--- src/rtl/add_sub_serial.sv ---
// Digit-serial two's-complement adder/subtractor: DIGIT bits per clock, LSB first,
// with valid/ready handshakes on operands and on the flagged result.
module add_sub_serial #(
  parameter int WIDTH = 16,
  parameter int DIGIT = 4
) (
  input  logic             clk,
  input  logic             rst_n,
  input  logic             in_valid,
  output logic             in_ready,
  input  logic [WIDTH-1:0] a,
  input  logic [WIDTH-1:0] b,
  input  logic             swi,
  output logic             out_valid,
  input  logic             out_ready,
  output logic [WIDTH-1:0] s,
  output logic             c,
  output logic             v,
  output logic             z,
  output logic             n
);

  localparam int N  = WIDTH / DIGIT;
  localparam int CW = (N > 1) ? $clog2(N) : 1;

  typedef enum logic [1:0] {IDLE, RUN, DONE} state_t;

  state_t           state;
  logic [WIDTH-1:0] a_sh;
  logic [WIDTH-1:0] b_sh;
  logic             carry;
  logic             zacc;
  logic [CW-1:0]    cnt;

  logic [DIGIT:0]   ch;
  logic [DIGIT-1:0] dsum;
  logic [WIDTH-1:0] a_next;
  logic             last;
  logic             dzero;

  // One DIGIT-wide ripple slice; ch[DIGIT-1] is the carry into the top bit.
  assign ch[0] = carry;
  generate
    for (genvar gi = 0; gi < DIGIT; gi++) begin : g_fa
      assign dsum[gi]  = a_sh[gi] ^ b_sh[gi] ^ ch[gi];
      assign ch[gi+1]  = (a_sh[gi] & b_sh[gi]) | ((a_sh[gi] ^ b_sh[gi]) & ch[gi]);
    end
  endgenerate

  // The A register doubles as the result register: sum digits fill the bits A vacates.
  generate
    if (DIGIT == WIDTH) begin : g_one
      assign a_next = dsum;
    end else begin : g_multi
      assign a_next = {dsum, a_sh[WIDTH-1:DIGIT]};
    end
  endgenerate

  assign last  = (cnt == CW'(N - 1));
  assign dzero = ~|dsum;

  always_ff @(posedge clk or negedge rst_n) begin
    if (!rst_n) begin
      state     <= IDLE;
      in_ready  <= 1'b1;
      out_valid <= 1'b0;
      a_sh      <= '0;
      b_sh      <= '0;
      carry     <= 1'b0;
      zacc      <= 1'b0;
      cnt       <= '0;
      s         <= '0;
      c         <= 1'b0;
      v         <= 1'b0;
      z         <= 1'b0;
      n         <= 1'b0;
    end else begin
      case (state)
        IDLE: begin
          if (in_valid) begin
            a_sh     <= a;
            b_sh     <= b ^ {WIDTH{swi}};
            carry    <= swi;
            cnt      <= '0;
            zacc     <= 1'b1;
            in_ready <= 1'b0;
            state    <= RUN;
          end
        end
        RUN: begin
          a_sh  <= a_next;
          b_sh  <= b_sh >> DIGIT;
          carry <= ch[DIGIT];
          zacc  <= zacc & dzero;
          cnt   <= cnt + CW'(1);
          if (last) begin
            s         <= a_next;
            c         <= ch[DIGIT];
            v         <= ch[DIGIT-1] ^ ch[DIGIT];
            z         <= zacc & dzero;
            n         <= dsum[DIGIT-1];
            out_valid <= 1'b1;
            state     <= DONE;
          end
        end
        DONE: begin
          if (out_ready) begin
            out_valid <= 1'b0;
            in_ready  <= 1'b1;
            state     <= IDLE;
          end
        end
        default: state <= IDLE;
      endcase
    end
  end

endmodule
--- config.mk ---
export PLATFORM = sky130hd
export DESIGN_NAME = add_sub_serial
export DESIGN_NICKNAME = d
export VERILOG_FILES = /design/src/rtl/add_sub_serial.sv
export SDC_FILE = /design/constraint.sdc
export NUM_CORES = 1
export LEC_CHECK = 0
export BUFFER_PORTS_ARGS = -buffer_cell sky130_fd_sc_hd__clkbuf_2
export CORE_MARGIN = 2
export CORE_UTILIZATION = 40
export CTS_CLUSTER_SIZE = 8
export DETAILED_ROUTE_END_ITERATION = 10
export GPL_ROUTABILITY_DRIVEN = 0
export GPL_TIMING_DRIVEN = 0
export SETUP_SLACK_MARGIN = 0.4
export SYNTH_ARGS = -nofsm -noshare
export SYNTH_HDL_FRONTEND = slang
export SYNTH_SLANG_ARGS = --single-unit
--- constraint.sdc ---
create_clock -name clk -period 5.2 [get_ports clk]
set_input_delay 1.04 -clock clk [delete_from_list [all_inputs] [get_ports clk]]
set_output_delay 1.04 -clock clk [all_outputs]
set_load 0.05 [all_outputs]
# --- Word level (Yosys, flattened, before mapping) ---
# Index checks and enable logic that the tools add are counted.
# Widths: inputs -> output; s select.
classes:
  n_addsub: 1
  eq_ne: 6
  muxes: 20
  bitwise_logic: 23
  n_reduce_logical: 11
op_table:
  columns: ["op", "n"]
  rows:
  - ["$pmux 16 s2", 2]
  - ["$mux 16", 2]
  - ["$xor 16x16->16", 1]
  - ["$and 1x1->1", 9]
  - ["$reduce_and 3->1", 3]
  - ["$xor 1x1->1", 9]
  - ["$mux 2", 4]
  - ["$pmux 1 s2", 4]
  - ["$mux 1", 6]
  - ["$ne 2x2->1 const B", 3]
  - ["$pmux 2 s3", 1]
  - ["$reduce_bool 2->1", 3]
  - ["$eq 2x2->1 const B", 2]
  - ["$or 1x1->1", 4]
  - ["$pmux 2 s2", 1]
  - ["$reduce_and 2->1", 2]
  - ["$reduce_or 4->1", 1]
  - ["$add 2x1->2 const B", 1]
  - ["$eq 2x1->1 const B", 1]
  - ["$logic_not 2->1", 1]
  - ["$logic_not 1->1", 1]
word_totals:
  register_bits: 60
  output_inout_bits: 22
  elab_cells: 74

# --- Depth between registers and ports, before layout ---
# Gate-level depths: netlist (run 1).
logic_depth:
  depth_word: 12
  ltp_mapped: 10
  ltp_nobuf: 10

# --- Worst setup path after synthesis (run 1) ---
# No wires, ideal clock.
synth_timing:
  kind: "register to register"
  start: "reg a_sh[0]"
  end: "reg a_sh[15]"
  setup_time_ps: 83
  t_arrival_ps: 2254
  t_required_ps: 5117
  slack_ps: 2864
  stages_incl_launch_ff: 11
  path_buffers: 0
  synth_period_minus_slack_ps: 2336
  cell_sequence: "dfrtp_1 inv_1 fa_1 inv_1 fa_1 fa_1 inv_1 fa_1 nor3b_1 a21oi_1 o21ai_0"
synth_via:
  elab_chain_cells: 9
  elab_cells_between_ends: 10
synth_lines:
  columns: ["item", "line", "text"]
  rows:
  - ["from (decl)", "29", "logic [WIDTH-1:0] a_sh;"]
  - ["from (signal assigned)", "91", "a_sh <= a_next;"]
  - ["$xor 1x1->1", "46", "assign ch[gi+1] = (a_sh[gi] & b_sh[gi]) | ((a_sh[gi] ^ b_sh[gi]) & ch[gi]);"]
  - ["$and 1x1->1", "46", null]
  - ["$or 1x1->1 (*)", "46", null]
  - ["$and 1x1->1 (*)", "46", null]
  - ["$or 1x1->1 (*)", "46", null]
  - ["$and 1x1->1 (*)", "46", null]
  - ["$or 1x1->1 (*)", "46", null]
  - ["$xor 1x1->1 (*)", "45", "assign dsum[gi] = a_sh[gi] ^ b_sh[gi] ^ ch[gi];"]
  - ["$pmux 16 s2 (*)", "78", "case (state)"]
# Mark *: on every way between the ends. The rest lies on a longest branch, timed or not.
# A chain may end at the register's enable or synchronous reset.

# --- Worst setup path after layout (run 1) ---
# Ends and elaborated chain as after synthesis.

==> flow_results.xml, run 1 <==
<?xml version="1.0" encoding="UTF-8"?>
<metrics>
  <group name="sta">
    <metric name="max_slew_margin" unit="%">45.8</metric>
    <metric name="finalSetupViolations" unit="">0</metric>
    <metric name="slew_violations" unit="">0</metric>
    <metric name="timing.fmax" unit="MHz">397</metric>
    <metric name="holdWs" unit="ps">481</metric>
    <metric name="clock_skew" unit="ps">5.49</metric>
    <metric name="post-route-period-util" unit="%">48.5</metric>
    <metric name="grt_setup_unrepaired" unit="">false</metric>
    <metric name="worst_slack_setup_final" unit="ps">2680</metric>
    <metric name="worstMarginPinSlew" unit="ps">812</metric>
    <metric name="final_hold_viol_count" unit="">0</metric>
    <metric name="final.setup.tns" unit="ps">0</metric>
    <metric name="finalWorstPathRequiredPeriod" unit="ps">2520</metric>
  </group>
  <group name="floorplan">
    <metric name="die_area" unit="mm2">0.00773</metric>
    <metric name="pin_count" unit="">59</metric>
    <metric name="die-height" unit="um">87.9</metric>
    <metric name="die_x" unit="um">87.9</metric>
    <metric name="start_util" unit="%">41.5</metric>
    <metric name="core" unit="mm2">0.00679</metric>
    <metric name="floorplan.rows" unit="">30</metric>
  </group>
  <group name="global_routing">
    <metric name="grt.total_usage" unit="%">17.7</metric>
    <metric name="antenna_found_initial" unit="">0</metric>
    <metric name="grt_pass1_vias" unit="">2049</metric>
    <metric name="globalRouteOverflowTotal" unit="">0</metric>
    <metric name="grt_max_degree" unit="">60</metric>
    <metric name="global_route_wire_length_before_repair" unit="um">10200</metric>
  </group>
  <group name="cts">
    <metric name="cts_post_setup_buffers_inserted" unit="">0</metric>
    <metric name="cts.reportedPaths.clkPinSlew" unit="ps">70</metric>
    <metric name="tritoncts" unit="">done</metric>
    <metric name="root_buffer" unit="">sky130_fd_sc_hd__clkbuf_8</metric>
    <metric name="ctsHtreeMaxLevel" unit="">3</metric>
    <metric name="cts-root-to-sink-buffers" unit="">2</metric>
    <metric name="clock_latency" unit="ps">340</metric>
    <metric name="numCtsBuffers" unit="">9</metric>
    <metric name="cts_resized" unit="">0</metric>
    <metric name="tritoncts_num_sinks" unit="">59</metric>
    <metric name="holdBufCountCts" unit="">0</metric>
  </group>
  <group name="logic_synthesis">
    <metric name="synth_top_area_share" unit="%">51.5</metric>
    <metric name="synthDominantAreaCellType" unit="">sky130_fd_sc_hd__dfrtp_1</metric>
    <metric name="total_of_warnings_raised_by_yosys" unit="">0</metric>
    <metric name="ys_types" unit="">29</metric>
    <metric name="netlist_instances" unit="">250</metric>
    <metric name="yosys_register_bits" unit="">59</metric>
    <metric name="synth_nets" unit="">292</metric>
    <metric name="synth.cell_area" unit="mm2">0.00282</metric>
    <metric name="syn_avg_cell_area" unit="um2">11.3</metric>
    <metric name="synth-seq-area-share" unit="%">52.4</metric>
    <metric name="synth_top_cells_by_area" unit="">sky130_fd_sc_hd__dfrtp_1 52%, sky130_fd_sc_hd__o21ai_0 6.6%, sky130_fd_sc_hd__mux2i_1 6.4%</metric>
  </group>
  <group name="finish">
    <metric name="layout.core_utilization" unit="%">49.7</metric>
    <metric name="insertedDiodeCount" unit="">0</metric>
    <metric name="syn_to_final_growth" unit="%">19.9</metric>
    <metric name="design.final.nets" unit="">360</metric>
    <metric name="layout-drive-gt1-share" unit="%">27.6</metric>
  </group>
  <group name="critical_path">
    <metric name="criticalPathCategory" unit="">reg -&gt; reg</metric>
    <metric name="critical_path.endpoint_type" unit="">register</metric>
    <metric name="r2r_start" unit="">a_sh[0]</metric>
    <metric name="worst-endpoint-arrival" unit="ps">2780</metric>
    <metric name="r2r_slack" unit="ps">2680</metric>
    <metric name="r2r-end" unit="">a_sh[15]</metric>
    <metric name="ff2ff_path_depth" unit="">10</metric>
    <metric name="timing.critical_path.fanout_max" unit="">3</metric>
    <metric name="required" unit="ps">5460</metric>
    <metric name="critical_path.startpoint_type" unit="">register</metric>
  </group>
  <group name="route">
    <metric name="drt_first_iter_violations" unit="">108</metric>
    <metric name="route.final.wire_length" unit="um">6050</metric>
    <metric name="drc_errors" unit="">0</metric>
    <metric name="route.detailed.vias_per_inst" unit="">4.87</metric>
    <metric name="via_count" unit="">2042</metric>
    <metric name="routed_wire_length_per_instance" unit="um">14.4</metric>
    <metric name="antenna_left" unit="">0</metric>
    <metric name="detailedRoute.firstPassIterationCount" unit="">4</metric>
  </group>
  <group name="worst_hold_path">
    <metric name="worstHoldPathCells" unit="">2</metric>
    <metric name="hp-class" unit="">reg -&gt; reg</metric>
    <metric name="worst_hold_path.endpoint" unit="">b_sh[4]</metric>
    <metric name="worst_hold_startpoint" unit="">b_sh[4]</metric>
  </group>
  <group name="placement">
    <metric name="hpwl" unit="um">4320</metric>
    <metric name="number_of_buffers_added_on_ports" unit="">57</metric>
    <metric name="dp_slack" unit="ps">2680</metric>
  </group>
  <group name="power_and_ir_drop">
    <metric name="power_leakage" unit="nW">1.64</metric>
    <metric name="vdd_ir_drop_max" unit="mV">0.183</metric>
    <metric name="power_density" unit="mW/mm2">700</metric>
    <metric name="total_chip_power" unit="W">0.00237</metric>
  </group>
  <group name="outcome">
    <metric name="status" unit="">finished clean</metric>
  </group>
  <group name="flow_run">
    <metric name="max_cap_violations" unit="">0</metric>
  </group>
</metrics>
==> logic make-up after synthesis <==
| kind of cell | share of synthesized area (%) |
|---|---|
| adder cells (fa/ha/maj) | 3.29 |
| AND/OR/NAND/NOR | 6.39 |
| XOR/XNOR | 5.28 |
| flip-flops | 52.4 |
| multiplexers | 12.0 |
| buffers and inverters | 5.86 |
| AO/OA/AOI/OAI | 14.7 |
==> synthesized netlist by cell type <==
| master | n |
|---|---|
| sky130_fd_sc_hd__xor2_1 | 17 |
| sky130_fd_sc_hd__buf_2 | 3 |
| sky130_fd_sc_hd__dfstp_2 | 1 |
| sky130_fd_sc_hd__nand3b_4 | 1 |
| sky130_fd_sc_hd__a2bb2oi_1 | 1 |
| sky130_fd_sc_hd__o31ai_1 | 1 |
| sky130_fd_sc_hd__o21bai_1 | 1 |
| sky130_fd_sc_hd__mux2i_1 | 18 |
| sky130_fd_sc_hd__dfrtp_1 | 58 |
| sky130_fd_sc_hd__a21oi_1 | 7 |
| sky130_fd_sc_hd__clkbuf_4 | 1 |
| sky130_fd_sc_hd__ha_1 | 1 |
| sky130_fd_sc_hd__fa_1 | 4 |
| sky130_fd_sc_hd__mux2_1 | 9 |
| sky130_fd_sc_hd__nor2b_1 | 3 |
| sky130_fd_sc_hd__buf_4 | 6 |
| sky130_fd_sc_hd__nor2_1 | 2 |
| sky130_fd_sc_hd__a22oi_1 | 17 |
| sky130_fd_sc_hd__nor3b_1 | 2 |
| sky130_fd_sc_hd__a22o_1 | 5 |
| sky130_fd_sc_hd__o21ai_0 | 37 |
| sky130_fd_sc_hd__mux2_2 | 5 |
| sky130_fd_sc_hd__clkbuf_1 | 7 |
| sky130_fd_sc_hd__buf_6 | 3 |
| sky130_fd_sc_hd__nand2_1 | 27 |
| sky130_fd_sc_hd__nand4_1 | 1 |
| sky130_fd_sc_hd__nor3_1 | 1 |
| sky130_fd_sc_hd__inv_1 | 10 |
| sky130_fd_sc_hd__nand2b_1 | 1 |
==> worst max-delay path by stage <==
| stage | from | to | slack, ps | depth (start not counted) |
|---|---|---|---|---|
| final | a_sh[0] | a_sh[15] | 2680 | 10 |
| after detailed placement | a_sh[0] | a_sh[15] | 2680 | 10 |
| after global routing | a_sh[0] | a_sh[15] | 2460 | 10 |
| after floorplan | a_sh[0] | a_sh[15] | 2860 | 10 |
| after CTS | a_sh[0] | a_sh[15] | 2670 | 10 |
| after global placement | a_sh[0] | a_sh[15] | 2680 | 10 |
==> report_power, final <==
part | total, W | internal (W) | switching [W] | leakage (nW)
clock network | 0.000342 | 0.000171 | 0.000171 | 0.0812
registers | 0.000819 | 0.000680 | 0.000139 | 0.738
logic | 0.00120 | 0.000443 | 0.000762 | 0.822
total | 0.00237 | 0.00129 | 0.00107 | 1.64
==> area by class of cell <==
cell class / count / area [um2]
Timing Repair Buffer: 57 / 288
Buffer: 20 / 128
Inverter: 10 / 37.5
Clock buffer: 13 / 139
Fill cell: 654 / 3410
Tap cell: 96 / 120
Sequential cell: 59 / 1480
Clock inverter: 3 / 15.0
Multi-Input combinational cell: 161 / 1170
==> stage by stage <==
stage	area [um2]	std cells
floorplan	2820	250
global route	3380	419
finish	3380	419
global placement	3220	403
detailed placement	3230	403
CTS	3380	419
==> registers in the layout (all words and copies together), names as in the netlist, 2 cells and up <==
register,flops
s,16
b_sh,16
cnt,2
state,2
a_sh,16
==> placed cells by master, fill, tap and decap left out, types with 9 or more instances in the layout <==
cell type                  Yosys  final
sky130_fd_sc_hd__a22oi_1      17     17
sky130_fd_sc_hd__clkbuf_1      7     11
sky130_fd_sc_hd__clkbuf_2      0     56
sky130_fd_sc_hd__clkbuf_8      0      9
sky130_fd_sc_hd__dfrtp_1      58     58
sky130_fd_sc_hd__inv_1        10     10
sky130_fd_sc_hd__mux2_1        9      9
sky130_fd_sc_hd__mux2i_1      18     18
sky130_fd_sc_hd__nand2_1      27     27
sky130_fd_sc_hd__o21ai_0      37     37
sky130_fd_sc_hd__xor2_1       17     17
==> per-layer routing <==
| metal | share of wire, % | GRT usage [%] |
|---|---|---|
| met1 | 47 | 23.8 |
| met2 | 46 | 27.3 |
| met3 | 5.3 | 5.09 |
| met4 | 1.3 | 6.29 |
| met5 | 0 | 0 |
==> worst max-delay path, stage by stage (launching register included) <==
cell	delay [ps]
sky130_fd_sc_hd__dfrtp_1	400
sky130_fd_sc_hd__inv_1	110
sky130_fd_sc_hd__fa_1	180
sky130_fd_sc_hd__inv_1	50
sky130_fd_sc_hd__fa_1	370
sky130_fd_sc_hd__fa_1	420
sky130_fd_sc_hd__inv_1	90
sky130_fd_sc_hd__fa_1	450
sky130_fd_sc_hd__nor3b_1	200
sky130_fd_sc_hd__a21oi_1	50
sky130_fd_sc_hd__o21ai_0	130
No activity file was read; power rests on OpenSTA's default activity.
==> run 2, diff against run 1 <==
clock period = 2.1 ns   (was 5.2 ns; I/O delays follow)
==> flow_results.xml, run 2 (synthesized netlist as in run 1, its figures left out) <==
<?xml version="1.0" encoding="UTF-8"?>
<metrics>
  <group name="power_and_ir_drop">
    <metric name="power_density" unit="mW/mm2">1850</metric>
    <metric name="internal_power" unit="W">0.00385</metric>
    <metric name="total_chip_power" unit="W">0.00659</metric>
    <metric name="vdd_ir_drop_max" unit="mV">0.642</metric>
    <metric name="swShare" unit="%">41.6</metric>
    <metric name="seq_power_share" unit="%">30.7</metric>
    <metric name="share_clk_of_total_power" unit="%">20.1</metric>
    <metric name="combPwrFrac" unit="%">49.1</metric>
    <metric name="power_leakage" unit="nW">1.73</metric>
    <metric name="net_switching_power_figure" unit="W">0.00274</metric>
  </group>
  <group name="sta">
    <metric name="holdWs" unit="ps">199</metric>
    <metric name="final_hold_viol_count" unit="">0</metric>
    <metric name="grt_setup_unrepaired" unit="">true</metric>
    <metric name="timing.fmax" unit="MHz">435</metric>
    <metric name="finalWorstPathRequiredPeriod" unit="ps">2300</metric>
    <metric name="worstMarginPinSlew" unit="ps">820</metric>
    <metric name="finalSetupViolations" unit="">4</metric>
    <metric name="slew_violations" unit="">0</metric>
    <metric name="clock_skew" unit="ps">6.91</metric>
    <metric name="worst_slack_setup_final" unit="ps">-200</metric>
    <metric name="max_slew_margin" unit="%">45.3</metric>
    <metric name="post-route-period-util" unit="%">110</metric>
  </group>
  <group name="finish">
    <metric name="multi_input_comb_area" unit="mm2">0.00121</metric>
    <metric name="layout.core_utilization" unit="%">52.5</metric>
    <metric name="commonest_cells_after_routing_fill_and_taps_aside" unit="">58 x sky130_fd_sc_hd__dfrtp_1, 56 x sky130_fd_sc_hd__clkbuf_2, 31 x sky130_fd_sc_hd__o21ai_0</metric>
    <metric name="final.fill_count" unit="">628</metric>
    <metric name="layout-drive-gt1-share" unit="%">34.0</metric>
    <metric name="insertedDiodeCount" unit="">0</metric>
    <metric name="area.sequential" unit="mm2">0.00148</metric>
    <metric name="registers_with_the_highest_flip_flop_counts" unit="">a_sh (16), b_sh (16), s (16)</metric>
    <metric name="final_common_cell" unit="">sky130_fd_sc_hd__dfrtp_1</metric>
    <metric name="syn_to_final_growth" unit="%">26.6</metric>
    <metric name="design.final.nets" unit="">366</metric>
  </group>
  <group name="route">
    <metric name="antenna_left" unit="">0</metric>
    <metric name="route.detailed.vias_per_inst" unit="">4.84</metric>
    <metric name="drt_first_iter_violations" unit="">86</metric>
    <metric name="routed_wire_length_per_instance" unit="um">14.2</metric>
    <metric name="detailedRoute.firstPassIterationCount" unit="">4</metric>
    <metric name="via_count" unit="">2057</metric>
    <metric name="drc_errors" unit="">0</metric>
    <metric name="route.final.wire_length" unit="um">6030</metric>
  </group>
  <group name="cts">
    <metric name="ctsHtreeMaxLevel" unit="">3</metric>
    <metric name="numCtsBuffers" unit="">9</metric>
    <metric name="tritoncts" unit="">done</metric>
    <metric name="clock_latency" unit="ps">330</metric>
    <metric name="root_buffer" unit="">sky130_fd_sc_hd__clkbuf_8</metric>
    <metric name="cts.reportedPaths.clkPinSlew" unit="ps">70</metric>
    <metric name="cts-root-to-sink-buffers" unit="">2</metric>
    <metric name="tritoncts_num_sinks" unit="">59</metric>
  </group>
  <group name="critical_path">
    <metric name="critical_path.startpoint_type" unit="">register</metric>
    <metric name="ff2ff_path_depth" unit="">10</metric>
    <metric name="r2r_slack" unit="ps">-200</metric>
    <metric name="timing.critical_path.slowest_cell_delay" unit="ps">450</metric>
    <metric name="r2r-end" unit="">a_sh[15]</metric>
    <metric name="crit_path_frequent_cell" unit="">sky130_fd_sc_hd__fa_2</metric>
    <metric name="cp.buffers_inverters" unit="">3</metric>
    <metric name="critical_path.cell_chain" unit="">inv_2 -&gt; fa_2 -&gt; inv_2 -&gt; fa_2 -&gt; fa_2 -&gt; inv_2 -&gt; fa_2 -&gt; nor3b_2 -&gt; a21oi_1 -&gt; o21ai_1</metric>
    <metric name="required" unit="ps">2360</metric>
    <metric name="top_delay_family_on_crit_path" unit="">adder cells</metric>
    <metric name="r2r_start" unit="">a_sh[0]</metric>
    <metric name="worst-endpoint-arrival" unit="ps">2560</metric>
    <metric name="slowest_cell_on_crit_path" unit="">sky130_fd_sc_hd__fa_2</metric>
    <metric name="timing.critical_path.fanout_max" unit="">3</metric>
    <metric name="criticalPathCategory" unit="">reg -&gt; reg</metric>
    <metric name="critical_path.endpoint_type" unit="">register</metric>
  </group>
  <group name="placement">
    <metric name="number_of_buffers_added_on_ports" unit="">57</metric>
    <metric name="hpwl" unit="um">4250</metric>
    <metric name="dp_slack" unit="ps">-336</metric>
  </group>
  <group name="global_routing">
    <metric name="grt.total_usage" unit="%">17.2</metric>
    <metric name="grt_max_degree" unit="">60</metric>
    <metric name="globalRouteOverflowTotal" unit="">0</metric>
    <metric name="global_route_wire_length_before_repair" unit="um">10100</metric>
    <metric name="grt_pass1_vias" unit="">2067</metric>
    <metric name="antenna_found_initial" unit="">0</metric>
  </group>
  <group name="floorplan">
    <metric name="die_x" unit="um">87.9</metric>
    <metric name="pin_count" unit="">59</metric>
    <metric name="die-height" unit="um">87.9</metric>
    <metric name="core" unit="mm2">0.00679</metric>
    <metric name="start_util" unit="%">41.5</metric>
    <metric name="die_area" unit="mm2">0.00773</metric>
    <metric name="floorplan.rows" unit="">30</metric>
  </group>
  <group name="outcome">
    <metric name="failed_checks" unit="">negative setup slack</metric>
    <metric name="status" unit="">finished with violations</metric>
  </group>
  <group name="worst_hold_path">
    <metric name="hp-class" unit="">in -&gt; async</metric>
  </group>
  <group name="flow_run">
    <metric name="max_cap_violations" unit="">0</metric>
  </group>
</metrics>
==> run 2: cell count changes in the layout (fill, tap and decap cells not counted), sizes merged <==
cell    delta
buf        +6
bufinv     +3
clkbuf     -1
clkinv     -2
==> run 2: how the worst max path moves through the flow <==
| stage | endpoint | cells past startpoint | start | slack, ps |
|---|---|---|---|---|
| 3_3_place_gp | a_sh[15] | 10 | a_sh[0] | -350 |
| 2_1_floorplan | a_sh[15] | 10 | a_sh[0] | -180 |
| 3_5_place_dp | a_sh[15] | 10 | a_sh[0] | -340 |
| 4_1_cts | a_sh[15] | 10 | a_sh[0] | -190 |
| 6_report | a_sh[15] | 10 | a_sh[0] | -200 |
| 5_1_grt | a_sh[15] | 10 | a_sh[0] | -340 |
==> run 2: timing repair <==
action,4_1_cts,5_1_grt
pin swaps,5,4
buffers inserted,2,4
hold endpoints to repair,0,0
gates resized for setup,8,7
endpoints found under the setup margin,11,11
hold buffers,0,0
==> run 2: area by class of cell <==
type,count,area share [%]
inverter,10,1.05
clock inverter,4,2.67
timing repair buffer,63,9.44
clock buffer,12,4.63
tap,96,3.37
buffer,20,3.58
sequential,59,41.4
multi-input combinational,161,33.8
==> run 2: routing by layer <==
| metal | part of all wire, % | GRT usage, % | vias up |
|---|---|---|---|
| met3 | 4.5 | 5.18 | 5 |
| met2 | 48 | 27.1 | 49 |
| met1 | 47 | 23.0 | 987 |
| li1 | - | - | 1016 |
| met5 | 0 | 0 | - |
| met4 | 0.81 | 5.45 | 0 |
==> run 2: metrics by stage <==
step                      setup TNS [ps]  instance area (um2)  std cells
final                               -502                 3570        425
after global routing               -1110                 3570        425
after CTS                           -491                 3520        421
after detailed placement           -1240                 3230        403
after global placement             -1150                 3230        403
after floorplan                     -245                 2830        250
==> run 2: power by group through the flow <==
stage	clock network, W	registers (W)	logic [W]
4_1_cts	0.00136	0.00203	0.00314
3_5_place_dp	0	0.00205	0.00306
2_1_floorplan	0	0.00261	0.00172
5_1_grt	0.00141	0.00210	0.00360
6_report	0.00133	0.00203	0.00324
3_3_place_gp	0	0.00203	0.00302
==> run 3, diff against run 2 <==
GPL_TIMING_DRIVEN = not set   (was 0)
==> flow_results.xml, run 3 (synthesized netlist as in run 1, its figures left out) <==
<?xml version="1.0" encoding="UTF-8"?>
<metrics>
  <group name="outcome">
    <metric name="status" unit="">finished with violations</metric>
    <metric name="failed_checks" unit="">negative setup slack</metric>
  </group>
  <group name="floorplan">
    <metric name="floorplan.rows" unit="">30</metric>
    <metric name="core" unit="mm2">0.00679</metric>
    <metric name="die_area" unit="mm2">0.00773</metric>
    <metric name="start_util" unit="%">41.5</metric>
    <metric name="pin_count" unit="">59</metric>
    <metric name="die_x" unit="um">87.9</metric>
    <metric name="die-height" unit="um">87.9</metric>
  </group>
  <group name="sta">
    <metric name="clock_skew" unit="ps">7.68</metric>
    <metric name="grt_setup_unrepaired" unit="">true</metric>
    <metric name="final.setup.tns" unit="ps">-871</metric>
    <metric name="worstMarginPinSlew" unit="ps">512</metric>
    <metric name="finalSetupViolations" unit="">5</metric>
    <metric name="worst_slack_setup_final" unit="ps">-232</metric>
    <metric name="finalWorstPathRequiredPeriod" unit="ps">2330</metric>
    <metric name="final_hold_viol_count" unit="">0</metric>
    <metric name="timing.fmax" unit="MHz">429</metric>
    <metric name="post-route-period-util" unit="%">111</metric>
    <metric name="slew_violations" unit="">0</metric>
    <metric name="max_slew_margin" unit="%">65.6</metric>
  </group>
  <group name="route">
    <metric name="antenna_left" unit="">0</metric>
    <metric name="route.final.wire_length" unit="um">5760</metric>
    <metric name="routed_wire_length_per_instance" unit="um">13.7</metric>
    <metric name="route.detailed.vias_per_inst" unit="">4.90</metric>
    <metric name="drc_errors" unit="">0</metric>
    <metric name="detailedRoute.firstPassIterationCount" unit="">4</metric>
    <metric name="via_count" unit="">2065</metric>
    <metric name="drt_first_iter_violations" unit="">108</metric>
  </group>
  <group name="power_and_ir_drop">
    <metric name="net_switching_power_figure" unit="W">0.00270</metric>
    <metric name="total_chip_power" unit="W">0.00626</metric>
    <metric name="power_leakage" unit="nW">1.71</metric>
    <metric name="combPwrFrac" unit="%">50.8</metric>
    <metric name="share_clk_of_total_power" unit="%">16.2</metric>
    <metric name="seq_power_share" unit="%">33.0</metric>
    <metric name="vdd_ir_drop_max" unit="mV">0.500</metric>
    <metric name="swShare" unit="%">43.1</metric>
    <metric name="internal_power" unit="W">0.00356</metric>
    <metric name="power_density" unit="mW/mm2">1790</metric>
  </group>
  <group name="cts">
    <metric name="tritoncts_num_sinks" unit="">59</metric>
    <metric name="root_buffer" unit="">sky130_fd_sc_hd__clkbuf_8</metric>
    <metric name="cts.reportedPaths.clkPinSlew" unit="ps">70</metric>
    <metric name="tritoncts" unit="">done</metric>
    <metric name="ctsHtreeMaxLevel" unit="">3</metric>
    <metric name="holdBufCountCts" unit="">0</metric>
    <metric name="clock_latency" unit="ps">330</metric>
    <metric name="cts-root-to-sink-buffers" unit="">2</metric>
    <metric name="numCtsBuffers" unit="">9</metric>
  </group>
  <group name="global_routing">
    <metric name="grt.total_usage" unit="%">16.3</metric>
    <metric name="antenna_found_initial" unit="">0</metric>
    <metric name="grt_pass1_vias" unit="">1991</metric>
    <metric name="global_route_wire_length_before_repair" unit="um">9440</metric>
    <metric name="grt_max_degree" unit="">26</metric>
    <metric name="globalRouteOverflowTotal" unit="">0</metric>
  </group>
  <group name="critical_path">
    <metric name="timing.critical_path.fanout_max" unit="">2</metric>
    <metric name="critical_path.cell_chain" unit="">inv_2 -&gt; fa_2 -&gt; inv_2 -&gt; fa_2 -&gt; fa_2 -&gt; inv_2 -&gt; fa_2 -&gt; nor3b_2 -&gt; a21oi_1 -&gt; o21ai_1</metric>
    <metric name="r2r_start" unit="">b_sh[0]</metric>
    <metric name="slowest_cell_on_crit_path" unit="">sky130_fd_sc_hd__fa_2</metric>
    <metric name="worst-endpoint-arrival" unit="ps">2590</metric>
    <metric name="required" unit="ps">2360</metric>
    <metric name="r2r_slack" unit="ps">-230</metric>
    <metric name="timing.critical_path.slowest_cell_delay" unit="ps">450</metric>
    <metric name="top_delay_family_on_crit_path" unit="">adder cells</metric>
    <metric name="crit_path_frequent_cell" unit="">sky130_fd_sc_hd__fa_2</metric>
    <metric name="critical_path.startpoint_type" unit="">register</metric>
    <metric name="ff2ff_path_depth" unit="">10</metric>
    <metric name="r2r-end" unit="">a_sh[15]</metric>
    <metric name="criticalPathCategory" unit="">reg -&gt; reg</metric>
    <metric name="cp.buffers_inverters" unit="">3</metric>
    <metric name="critical_path.endpoint_type" unit="">register</metric>
  </group>
  <group name="placement">
    <metric name="dp_slack" unit="ps">-279</metric>
    <metric name="hpwl" unit="um">4080</metric>
    <metric name="number_of_buffers_added_on_ports" unit="">58</metric>
  </group>
  <group name="finish">
    <metric name="syn_to_final_growth" unit="%">24.0</metric>
    <metric name="insertedDiodeCount" unit="">0</metric>
    <metric name="layout.core_utilization" unit="%">51.4</metric>
    <metric name="design.final.nets" unit="">362</metric>
    <metric name="registers_with_the_highest_flip_flop_counts" unit="">a_sh (16), b_sh (16), s (16)</metric>
    <metric name="commonest_cells_after_routing_fill_and_taps_aside" unit="">58 x sky130_fd_sc_hd__dfrtp_1, 58 x sky130_fd_sc_hd__clkbuf_2, 29 x sky130_fd_sc_hd__o21ai_0</metric>
    <metric name="layout-drive-gt1-share" unit="%">35.1</metric>
  </group>
  <group name="flow_run">
    <metric name="max_cap_violations" unit="">0</metric>
  </group>
  <group name="worst_hold_path">
    <metric name="hp-class" unit="">in -&gt; async</metric>
  </group>
</metrics>
run 3: repair_timing:
item,in CTS,in global routing
setup buffers,4,2
setup endpoints to repair,11,11
resized for setup,10,6
pin swaps,4,4
hold endpoints to repair,0,0
run 3: worst max path at each step:
stage	depth (start not counted)	startpoint	endpoint
6_report	10	b_sh[0]	a_sh[15]
5_1_grt	10	b_sh[0]	a_sh[15]
4_1_cts	10	carry	z
3_5_place_dp	10	b_sh[0]	a_sh[15]
3_3_place_gp	10	a_sh[0]	a_sh[15]
2_1_floorplan	10	a_sh[0]	a_sh[15]
run 3: final cells by class:
cell class                      count  area, um2
Clock buffer                       11        141
Multi-Input combinational cell    161       1200
Inverter                           10       37.5
Timing Repair Buffer               79        464
Fill cell                         637       3300
Sequential cell                    59       1480
Clock inverter                      5       52.6
Tap cell                           96        120
run 3: power groups by stage:
stage	sequential, W	clock [W]	combinational, W
detailed placement	0.00209	0	0.00303
global placement	0.00207	0	0.00298
floorplan	0.00261	0	0.00172
global route	0.00214	0.00109	0.00350
CTS	0.00207	0.00104	0.00313
finish	0.00207	0.00101	0.00318
run 3: metal layers:
layer | wire, um | part of all wire [%] | global-route usage, % | vias up
li1 | - | - | - | 1007
met1 | 2620 | 45 | 20.6 | 1001
met2 | 2770 | 48 | 26.1 | 49
met3 | 263 | 4.6 | 4.81 | 8
met4 | 109 | 1.9 | 6.99 | 0
met5 | 0 | 0 | 0 | -
run 3: stage by stage:
stage | instances | instance area [um2] | hold WS [ps]
after global routing | 421 | 3490 | 48.4
after detailed placement | 399 | 3240 | 395
final | 421 | 3490 | 21.1
after floorplan | 250 | 2830 | 124
after global placement | 399 | 3240 | 398
after CTS | 419 | 3470 | 26.7
